[config.mk]
export PLATFORM = sky130hd
export DESIGN_NAME = nec_divide_unit_flat
export DESIGN_NICKNAME = d
export VERILOG_FILES = /design/src/rtl/nec_divide_unit_if.sv /design/src/rtl/nec_divide_unit.sv /design/src/flat_wrapper.sv
export SDC_FILE = /design/constraint.sdc
export NUM_CORES = 1
export LEC_CHECK = 0
export CAP_MARGIN = 10
export CORE_MARGIN = 4
export CORE_UTILIZATION = 55
export DETAILED_ROUTE_END_ITERATION = 12
export GPL_TIMING_DRIVEN = 0
export PLACE_DENSITY_LB_ADDON = 0.08
export SETUP_SLACK_MARGIN = 0.4
export SLEW_MARGIN = 20
export SYNTH_ARGS = -nofsm -noshare
export SYNTH_HDL_FRONTEND = slang
export SYNTH_SLANG_ARGS = --single-unit
[constraint.sdc]
create_clock -name clk -period 4.2 [get_ports clk]
set_input_delay 0.63 -clock clk [delete_from_list [all_inputs] [get_ports clk]]
set_output_delay 0.63 -clock clk [all_outputs]
set_load 0.01 [all_outputs]
[src/rtl/nec_divide_unit_if.sv]
// Request/result bundle for nec_divide_unit: operands and mode in, status and results out.
// The clock and reset stay plain ports on the divider itself.
interface nec_divide_unit_if #(
  parameter int W = 16
);
  logic           ce;
  logic           start;
  logic           abort;
  logic           wide;
  logic           signed_op;
  logic [2*W-1:0] a;
  logic [W-1:0]   b;
  logic           busy;
  logic           done;
  logic           overflow;
  logic           dbz;
  logic [W-1:0]   quot;
  logic [W-1:0]   rem;

  modport master (
    output ce, start, abort, wide, signed_op, a, b,
    input  busy, done, overflow, dbz, quot, rem
  );

  modport slave (
    input  ce, start, abort, wide, signed_op, a, b,
    output busy, done, overflow, dbz, quot, rem
  );
endinterface

[src/rtl/nec_divide_unit.sv]
// Iterative restoring signed/unsigned divider (2W/W wide, W/W/2 narrow), STEP quotient bits per cycle.
// Optional build macro NEC_DIV_EARLY_OVF_EN: reject unsigned overflow up front and iterate only N bits.
module nec_divide_unit #(
  parameter int W    = 16,
  parameter int STEP = 1
) (
  input  logic             clk,
  input  logic             reset,
  nec_divide_unit_if.slave bus
);
  localparam int CW = $clog2(2*W/STEP + 1);

  typedef enum logic [1:0] {S_IDLE, S_RUN, S_FINISH} state_t;

  state_t         r_state, w_state_next;
  logic [W-1:0]   r_rem, r_div, r_quot, r_rem_out;
  logic [2*W-1:0] r_dvd;
  logic [CW-1:0]  r_cnt;
  logic           r_wide, r_sgn, r_q_neg, r_r_neg, r_dbz_pend, r_ovf_pend;
  logic           r_busy, r_done, r_ovf, r_dbz;

  logic           w_a_neg, w_b_neg, w_b_zero, w_early_ovf, w_accept, w_fin_ovf;
  logic [2*W-1:0] w_a_mag, w_dvd_init, w_dvd_step, w_umax, w_slim;
  logic [W-1:0]   w_b_mag, w_rem_init, w_rem_step;
  logic [W-1:0]   w_q_sgn, w_r_sgn, w_quot_res, w_rem_res;
  logic [CW-1:0]  w_k;

  assign w_accept = bus.start & ~bus.abort;

  // Magnitudes at full operand width so the most-negative value stays exact.
  always_comb begin
    w_a_neg = bus.signed_op & (bus.wide ? bus.a[2*W-1] : bus.a[W-1]);
    w_b_neg = bus.signed_op & (bus.wide ? bus.b[W-1] : bus.b[W/2-1]);
    if (bus.wide) begin
      w_a_mag = w_a_neg ? -bus.a : bus.a;
      w_b_mag = w_b_neg ? -bus.b : bus.b;
    end else begin
      w_a_mag = {{W{1'b0}}, (w_a_neg ? -bus.a[W-1:0] : bus.a[W-1:0])};
      w_b_mag = {{(W/2){1'b0}}, (w_b_neg ? -bus.b[W/2-1:0] : bus.b[W/2-1:0])};
    end
    w_b_zero = (w_b_mag == '0);
  end

`ifdef NEC_DIV_EARLY_OVF_EN
  logic [W-1:0] w_a_hi;

  always_comb begin
    w_a_hi      = bus.wide ? w_a_mag[2*W-1:W] : {{(W/2){1'b0}}, w_a_mag[W-1:W/2]};
    w_early_ovf = (w_a_hi >= w_b_mag);
    w_k         = bus.wide ? CW'(W/STEP) : CW'(W/2/STEP);
    w_rem_init  = w_a_hi;
    w_dvd_init  = bus.wide ? {w_a_mag[W-1:0], {W{1'b0}}}
                           : {w_a_mag[W/2-1:0], {(3*W/2){1'b0}}};
  end
`else
  always_comb begin
    w_early_ovf = 1'b0;
    w_k         = bus.wide ? CW'(2*W/STEP) : CW'(W/STEP);
    w_rem_init  = '0;
    w_dvd_init  = bus.wide ? w_a_mag : {w_a_mag[W-1:0], {W{1'b0}}};
  end
`endif

  // Quotient bits enter r_dvd from the bottom as dividend bits leave the top.
  always_comb begin : p_iter
    logic [W:0]   v_shift;
    logic [W+1:0] v_diff;
    v_shift    = '0;
    v_diff     = '0;
    w_rem_step = r_rem;
    w_dvd_step = r_dvd;
    for (int i = 0; i < STEP; i++) begin
      v_shift    = {w_rem_step, w_dvd_step[2*W-1]};
      v_diff     = {1'b0, v_shift} - {2'b00, r_div};
      w_rem_step = v_diff[W+1] ? v_shift[W-1:0] : v_diff[W-1:0];
      w_dvd_step = {w_dvd_step[2*W-2:0], ~v_diff[W+1]};
    end
  end

  always_comb begin
    w_umax     = r_wide ? {{W{1'b0}}, {W{1'b1}}} : {{(3*W/2){1'b0}}, {(W/2){1'b1}}};
    w_slim     = r_wide ? {{(W+1){1'b0}}, 1'b1, {(W-1){1'b0}}}
                        : {{(3*W/2+1){1'b0}}, 1'b1, {(W/2-1){1'b0}}};
    if (!r_sgn)       w_fin_ovf = (r_dvd > w_umax);
    else if (r_q_neg) w_fin_ovf = (r_dvd > w_slim);
    else              w_fin_ovf = (r_dvd >= w_slim);
    w_q_sgn    = r_q_neg ? -r_dvd[W-1:0] : r_dvd[W-1:0];
    w_r_sgn    = r_r_neg ? -r_rem : r_rem;
    w_quot_res = r_wide ? w_q_sgn : {{(W/2){1'b0}}, w_q_sgn[W/2-1:0]};
    w_rem_res  = r_wide ? w_r_sgn : {{(W/2){1'b0}}, w_r_sgn[W/2-1:0]};
  end

  always_ff @(posedge clk or posedge reset) begin
    if (reset) r_state <= S_IDLE;
    else       r_state <= w_state_next;
  end

  always_comb begin
    w_state_next = r_state;
    case (r_state)
      S_IDLE: begin
        if (bus.ce && w_accept)
          w_state_next = (w_b_zero || w_early_ovf) ? S_FINISH : S_RUN;
      end
      S_RUN: begin
        if (bus.ce) begin
          if (bus.abort)               w_state_next = S_IDLE;
          else if (r_cnt == CW'(1))    w_state_next = S_FINISH;
        end
      end
      S_FINISH: begin
        if (bus.ce) w_state_next = S_IDLE;
      end
      default: w_state_next = S_IDLE;
    endcase
  end

  always_ff @(posedge clk or posedge reset) begin
    if (reset) begin
      r_rem <= '0; r_div <= '0; r_dvd <= '0; r_cnt <= '0;
      r_wide <= 1'b0; r_sgn <= 1'b0; r_q_neg <= 1'b0; r_r_neg <= 1'b0;
      r_dbz_pend <= 1'b0; r_ovf_pend <= 1'b0;
      r_busy <= 1'b0; r_done <= 1'b0; r_ovf <= 1'b0; r_dbz <= 1'b0;
      r_quot <= '0; r_rem_out <= '0;
    end else if (bus.ce) begin
      r_done <= 1'b0;
      case (r_state)
        S_IDLE: begin
          if (w_accept) begin
            r_rem      <= w_rem_init;
            r_dvd      <= w_dvd_init;
            r_div      <= w_b_mag;
            r_cnt      <= w_k;
            r_wide     <= bus.wide;
            r_sgn      <= bus.signed_op;
            r_q_neg    <= w_a_neg ^ w_b_neg;
            r_r_neg    <= w_a_neg;
            r_dbz_pend <= w_b_zero;
            r_ovf_pend <= ~w_b_zero & w_early_ovf;
            r_busy     <= ~w_b_zero;
          end
        end
        S_RUN: begin
          if (bus.abort) begin
            r_busy <= 1'b0;
          end else begin
            r_rem <= w_rem_step;
            r_dvd <= w_dvd_step;
            r_cnt <= r_cnt - CW'(1);
          end
        end
        S_FINISH: begin
          r_busy <= 1'b0;
          if (!bus.abort) begin
            r_done <= 1'b1;
            r_dbz  <= r_dbz_pend;
            r_ovf  <= ~r_dbz_pend & (r_ovf_pend | w_fin_ovf);
            // Error results leave the previous quotient/remainder visible.
            if (!r_dbz_pend && !r_ovf_pend && !w_fin_ovf) begin
              r_quot    <= w_quot_res;
              r_rem_out <= w_rem_res;
            end
          end
        end
        default: r_busy <= 1'b0;
      endcase
    end
  end

  assign bus.busy     = r_busy;
  assign bus.done     = r_done;
  assign bus.overflow = r_ovf;
  assign bus.dbz      = r_dbz;
  assign bus.quot     = r_quot;
  assign bus.rem      = r_rem_out;
endmodule
[src/flat_wrapper.sv]
// flat-port wrapper written by rule: the top's interface ports become plain ports
module nec_divide_unit_flat 
#(
  parameter int W    = 16,
  parameter int STEP = 1
)
  (clk, reset, bus_ce, bus_start, bus_abort, bus_wide, bus_signed_op, bus_a, bus_b, bus_busy, bus_done, bus_overflow, bus_dbz, bus_quot, bus_rem);
  nec_divide_unit_if #(.W(W)) bus_i ();
  input  logic clk;
  input  logic reset;
  input wire logic [$bits(bus_i.ce)-1:0] bus_ce;
  input wire logic [$bits(bus_i.start)-1:0] bus_start;
  input wire logic [$bits(bus_i.abort)-1:0] bus_abort;
  input wire logic [$bits(bus_i.wide)-1:0] bus_wide;
  input wire logic [$bits(bus_i.signed_op)-1:0] bus_signed_op;
  input wire logic [$bits(bus_i.a)-1:0] bus_a;
  input wire logic [$bits(bus_i.b)-1:0] bus_b;
  output wire logic [$bits(bus_i.busy)-1:0] bus_busy;
  output wire logic [$bits(bus_i.done)-1:0] bus_done;
  output wire logic [$bits(bus_i.overflow)-1:0] bus_overflow;
  output wire logic [$bits(bus_i.dbz)-1:0] bus_dbz;
  output wire logic [$bits(bus_i.quot)-1:0] bus_quot;
  output wire logic [$bits(bus_i.rem)-1:0] bus_rem;
  assign bus_i.ce = bus_ce;
  assign bus_i.start = bus_start;
  assign bus_i.abort = bus_abort;
  assign bus_i.wide = bus_wide;
  assign bus_i.signed_op = bus_signed_op;
  assign bus_i.a = bus_a;
  assign bus_i.b = bus_b;
  assign bus_busy = bus_i.busy;
  assign bus_done = bus_i.done;
  assign bus_overflow = bus_i.overflow;
  assign bus_dbz = bus_i.dbz;
  assign bus_quot = bus_i.quot;
  assign bus_rem = bus_i.rem;
  nec_divide_unit #(.W(W), .STEP(STEP)) u_core (.clk(clk), .reset(reset), .bus(bus_i));
endmodule
# Word-level counts from Yosys, hierarchy flattened
# Cells that the tools add are included.
# op_classes
n_reduce_logical,13
addsub,8
bitwise_logic,9
magnitude_cmp,3
eq_ne,10
n_mux,40
# op_table
op,n
16-bit two-way mux,12
32-bit two-way mux,5
32-bit > comparator,2
16-bit negator,4
32-bit one-hot mux with 2 select lines,1
32-bit greater-or-equal comparator,1
32-bit negator,1
16-bit one-hot mux with 2 select lines,1
6-bit two-way mux,3
17-bit by 16-bit subtractor with 18-bit output,1
16-bit logical NOT,1
2-bit two-way mux,6
6-bit one-hot mux with 2 select lines,1
4-bit AND reduction,3
3-bit AND reduction,3
1-bit two-way mux,8
8-bit two-way mux,1
"2-bit inequality test, second input constant",4
8-bit negator,1
"6-bit by 1-bit == test with 1-bit output, second input constant",1
2-bit one-hot mux with 3 select lines,1
"6-bit by 1-bit subtractor with 6-bit output, second input constant",1
1-bit bitwise AND,4
"2-bit by 1-bit inequality test with 1-bit output, second input constant",2
10 further kinds,15
# word_totals
out_inout_bits,36
inputBits,55
ff_bits,113
word_cells,99

# Depth between registers and ports, before layout
# logic_depth
ltp_word,8
ltp_mapped,11
ltp_nobuf,11

# Least setup slack after synthesis
# OpenSTA, ideal clock, no wires.
# synth_timing
path_kind,input to register
from,input bus_a[10]
to,register u_core.r_dvd[28]
path_slack_ns,1.212
n_path_buf,1
setup_ns,0.126
arrival_ns,2.862
stages,8
required_ns,4.074
cell_sequence,or4_4 or4_4 buf_6 or3_4 o41ai_4 xor2_1 a21oi_1 a221o_1
# synth_via
elab_chain_cells,6
word_cells_on_any_way,8
classes_between,add/sub: 2; mux: 6
# synth_rtl
element,line_no,source
from (decl),flat_wrapper.sv:16,input wire logic [$bits(bus_i.a)-1:0] bus_a;
32-bit negator / 16-bit negator (equally long branches),"nec_divide_unit.sv:35, nec_divide_unit.sv:38",
32-bit two-way mux / 16-bit two-way mux (equally long branches),"nec_divide_unit.sv:35, nec_divide_unit.sv:38",
32-bit two-way mux (*),nec_divide_unit.sv:34,if (bus.wide) begin
32-bit two-way mux (*),nec_divide_unit.sv:60,"w_dvd_init = bus.wide ? w_a_mag : {w_a_mag[W-1:0], {W{1'b0}}};"
32-bit two-way mux (*),nec_divide_unit.sv:129,if (w_accept) begin
32-bit one-hot mux with 2 select lines (*),nec_divide_unit.sv:127,case (r_state)
to (signal assigned),nec_divide_unit.sv:131,r_dvd <= w_dvd_init;
to (signal assigned),nec_divide_unit.sv:148,r_dvd <= w_dvd_step;
to (decl),nec_divide_unit.sv:17,logic [2*W-1:0] r_dvd;
# Mark *: on every way between the ends. The rest lies on a longest branch, timed or not. The select of a mux whose other input is x is not followed.
# A chain may end at the register's enable or synchronous reset.

# Worst setup path in the final report
# layout_timing
from,register u_core.r_wide
to,register u_core.r_quot[9] (netlist: u_core.bus.quot[9])
# layout_via
elab_chain_cells,7
word_cells_on_any_way,11
classes_between,order compare: 3; mux: 5; reduce/logical: 3
# layout_rtl
element,line_no,source
from (decl),nec_divide_unit.sv:19,"logic r_wide, r_sgn, r_q_neg, r_r_neg, r_dbz_pend, r_ovf_pend;"
from (signal assigned),nec_divide_unit.sv:134,r_wide <= bus.wide;
16-bit two-way mux,nec_divide_unit.sv:82,"w_slim = r_wide ? {{(W+1){1'b0}}, 1'b1, {(W-1){1'b0}}}"
32-bit greater-or-equal comparator / 32-bit > comparator (equally long branches),"nec_divide_unit.sv:86, nec_divide_unit.sv:85",
1-bit two-way mux,nec_divide_unit.sv:85,else if (r_q_neg) w_fin_ovf = (r_dvd > w_slim);
1-bit two-way mux,nec_divide_unit.sv:84,if (!r_sgn) w_fin_ovf = (r_dvd > w_umax);
1-bit logical NOT,nec_divide_unit.sv:159,if (!r_dbz_pend && !r_ovf_pend && !w_fin_ovf) begin
1-bit logical AND,nec_divide_unit.sv:159,
4-bit AND reduction (no source line),-,
to (signal assigned),nec_divide_unit.sv:160,r_quot <= w_quot_res;
to (decl),nec_divide_unit.sv:16,"logic [W-1:0] r_rem, r_div, r_quot, r_rem_out;"
# Several ways; a longest one is shown, not always the timed one.

==> flow_metrics.py <==
metrics = {
    "synthesis": {
        "netlist_instances": 905,
        "synth-simple-area-share_pct": 17.7,
        "synthDistinctLibCells": 78,
        "synth_top_family_by_area": "compound AO/OA/AOI/OAI gates",
        "synth_xor_area_share_pct": 8.74,
        "muxShareOfSynthArea_pct": 1.31,
        "async_reset_ff_share_pct": 100,
        "synth.avg_cell_area_um2": 8.64,
        "ys_seq_area_share_pct": 36.2,
        "synth_enable_flop_cells": 0,
        "yosys-top-cells-area": "dfrtp_1 36%, o21ai_0 5.8%, xor2_1 5.8%, nand2_1 5.1%, ha_1 5.1%",
        "synth_top_area_cell": "dfrtp_1",
        "synthAdderAreaFrac_pct": 5.38,
        "synth_warnings": 0,
        "synth_compound_area_share_pct": 25.5,
        "syn_area_um2": 7820,
        "ys_ff_latch": 113,
        "synth.top_cell.area_share_pct": 36.2,
        "synth_ff_type": "dfrtp_1",
        "synth.net_count": 993,
    },
    "sta": {
        "timing.final.ws_setup_ns": 0.741,
        "finalSetupTns_ns": 0,
        "rsz0062_at_grt": "false",
        "hold_ws_ns": 0.474,
        "worst_pin_slew_ns": 0.844,
        "period_share_pct": 82.4,
        "max_freq_mhz": 289,
        "fin_crit_ns": 3.46,
        "relSlewSlack_pct": 43.5,
        "final_hold_viol_count": 0,
        "slew_viol_final": 0,
        "setup_violations": 0,
        "clock_skew_ns": 0.0107,
    },
    "worst_setup_path": {
        "critPathRequiredTime_ns": 4.49,
        "crit_fanout": 18,
        "path_cells": "clkinv_1 > clkbuf_2 > ha_1 > nand4_1 > or4_1 > a21oi_1 > o211ai_1 > clkbuf_1 > o31ai_1",
        "critPathMaxStageDelay_ns": 0.52,
        "worst_path_max_delay_cell": "or4_1",
        "arrival_ns": 3.75,
        "path_class": "reg2reg",
        "crit_start": "u_core.r_wide$_DFFE_PP0P_",
        "r2r_start": "u_core.r_wide$_DFFE_PP0P_",
        "worstSetupEndpointType": "register",
        "start_kind": "register",
    },
    "clock_network": {
        "cts_buffers": 17,
        "post_cts_buffers": 0,
        "clkTransAtPathRegs_ns": 0.05,
        "root_buffer": "clkbuf_16",
        "ctsResizeCount": 0,
        "cts_hold_buf": 0,
        "insertion_delay_ns": 0.42,
        "cts_max_level": 4,
        "clock_sinks": 113,
        "clockBufferDepth": 2,
        "cts_tree": "built",
    },
    "pwr": {
        "p_comb_share_pct": 47.6,
        "leakage_nw": 3.97,
        "p_int_w": 0.00364,
        "ir_drop_uv": 336,
        "power_frac_seq_pct": 28.6,
        "power_density_nw_per_um2": 662,
        "clockPowerShare_pct": 23.8,
        "p_sw_w": 0.00269,
        "switching_share_pct": 42.5,
    },
    "placed_design": {
        "placed_cell_area_um2": 8950,
        "portBuffers": 87,
        "place_ws_ns": 0.491,
        "globalplace.congestion": 0.966,
        "detailed_place_hpwl_mm": 16.2,
    },
    "routing": {
        "wl_per_cell_um": 17.7,
        "drt_iter0_drc": 749,
        "antenna_left": 0,
        "first_pass_iters": 5,
        "via_per_inst": 5.96,
        "wl_mm": 21.3,
        "route.detailed.drc": 0,
        "vias": 7186,
    },
    "die": {
        "io_pins": 91,
        "core_area_um2": 13900,
        "die_h_um": 127,
        "die-area_um2": 16200,
        "die_w_um": 127,
        "rows": 43,
        "initial_core_util_pct": 56.3,
    },
    "global_routing": {
        "grt_max_degree": 60,
        "grt-ovfl-total": 0,
        "antenna_found_initial": 0,
        "grt_use_total_pct": 27.1,
        "grt_pass1_wl_mm": 35.3,
        "grt_pass1_vias": 6973,
    },
    "layout": {
        "final_cell_mix": "113 x dfrtp_1, 107 x nand2_1, 91 x o21ai_0",
        "area_delta_synth_final_pct": 22.4,
        "fin_util_pct": 68.9,
        "drive_gt1_share_pct": 6.15,
        "layout_commonest_cell": "dfrtp_1",
        "final_cell_area_um2": 9570,
        "nets": 1100,
        "n_antenna_cell": 0,
    },
    "outcome": {
        "outcome": "finished clean",
    },
    "hold_path": {
        "worst_hold_startpoint": "u_core.bus.quot[13]$_DFFE_PP0P_",
        "hold_path.class": "reg2reg",
    },
    "run": {
        "maxCapViolCount": 0,
    },
}
## cells by family (layout without fill, tap and decap cells)
family	Yosys count	after routing
compound gates	298	298
fa+ha+maj	33	33
xor+xnor	78	78
buf+inv	92	212
flops	113	113
mux	10	10
simple gates	281	281
## sequential cells by signal (all words and copies together) (netlist names), 2 cells and up
name             count
u_core.r_dvd        32
u_core.bus.quot     16
u_core.r_state       2
u_core.bus.rem      16
u_core.r_cnt         6
u_core.r_div        16
u_core.r_rem        16
## path summary, 6_finish.rpt
kind,end,slack (ns),cells past startpoint
max in group asynchronous,u_core.r_rem[4]$_DFFE_PP0P_,2.91,3
min in group asynchronous,u_core.bus.quot[15]$_DFFE_PP0P_,0.65,2
max,u_core.bus.quot[9]$_DFFE_PP0P_,0.74,9
min,u_core.bus.quot[13]$_DFFE_PP0P_,0.47,2
min reg2reg,u_core.bus.quot[13]$_DFFE_PP0P_,0.47,2
max reg2reg,u_core.bus.quot[9]$_DFFE_PP0P_,0.74,9
## final cells by class
class                      count  area, um^2
tap                          180         225
multi-input combinational    700        4580
clock inverter                14         190
sequential                   113        2830
fill                        1172        4310
timing repair buffer          88         898
inverter                      37         144
clock buffer                  18         429
buffer                        55         272
## metal layers
layer | routed length, um | vias to the layer above | part of all wire (%) | global-route usage, %
li1 | - | 3542 | - | -
met4 | 435 | 0 | 2.0 | 8.83
met2 | 9550 | 293 | 45 | 42.7
met3 | 1580 | 34 | 7.4 | 4.72
met5 | 0 | - | 0 | 0
met1 | 9760 | 3317 | 46 | 38.2
## critical path: cells and delay by family, from the launching register on
family | cells | cell delay [ns]
adders and majority gates | 1 | 0.41
and+or+nand+nor | 2 | 0.61
AOI/OAI and AO/OA | 3 | 1.01
buffers and inverters | 3 | 0.98
DFF | 1 | 0.32
## metrics by stage
step | cells | power (W)
2_1_floorplan | 905 | 0.00398
3_3_place_gp | 1172 | 0.00471
3_5_place_dp | 1173 | 0.00476
4_1_cts | 1205 | 0.00630
5_1_grt | 1205 | 0.00679
6_report | 1205 | 0.00633
## cells in the mapped netlist (6+ instances only)
cell,n
o311ai_0,10
or3_1,7
xnor2_1,26
nor4_1,9
a32oi_1,8
a211oi_1,6
o21ai_0,91
clkbuf_1,44
nor2b_1,6
mux2i_1,8
a21oi_1,39
o31ai_1,42
a31oi_1,6
o22ai_1,6
o21a_1,11
inv_1,36
nand4_1,7
nor3_1,12
ha_1,32
or4_1,11
o211ai_1,9
nand3_1,25
nor2_1,54
a221oi_1,9
nand2b_1,6
xor2_1,52
nand2_1,107
a22oi_1,12
dfrtp_1,113
a21o_1,10
## power by group through the flow
| stage | Sequential, W | Combinational (W) | Clock (W) |
|---|---|---|---|
| 5_1_grt | 0.00186 | 0.00336 | 0.00157 |
| 2_1_floorplan | 0.00169 | 0.00228 | 0 |
| 4_1_cts | 0.00180 | 0.00298 | 0.00152 |
| 3_5_place_dp | 0.00181 | 0.00295 | 0 |
| 3_3_place_gp | 0.00180 | 0.00290 | 0 |
| 6_report | 0.00181 | 0.00301 | 0.00151 |
No activity file was read; power rests on OpenSTA's default activity.
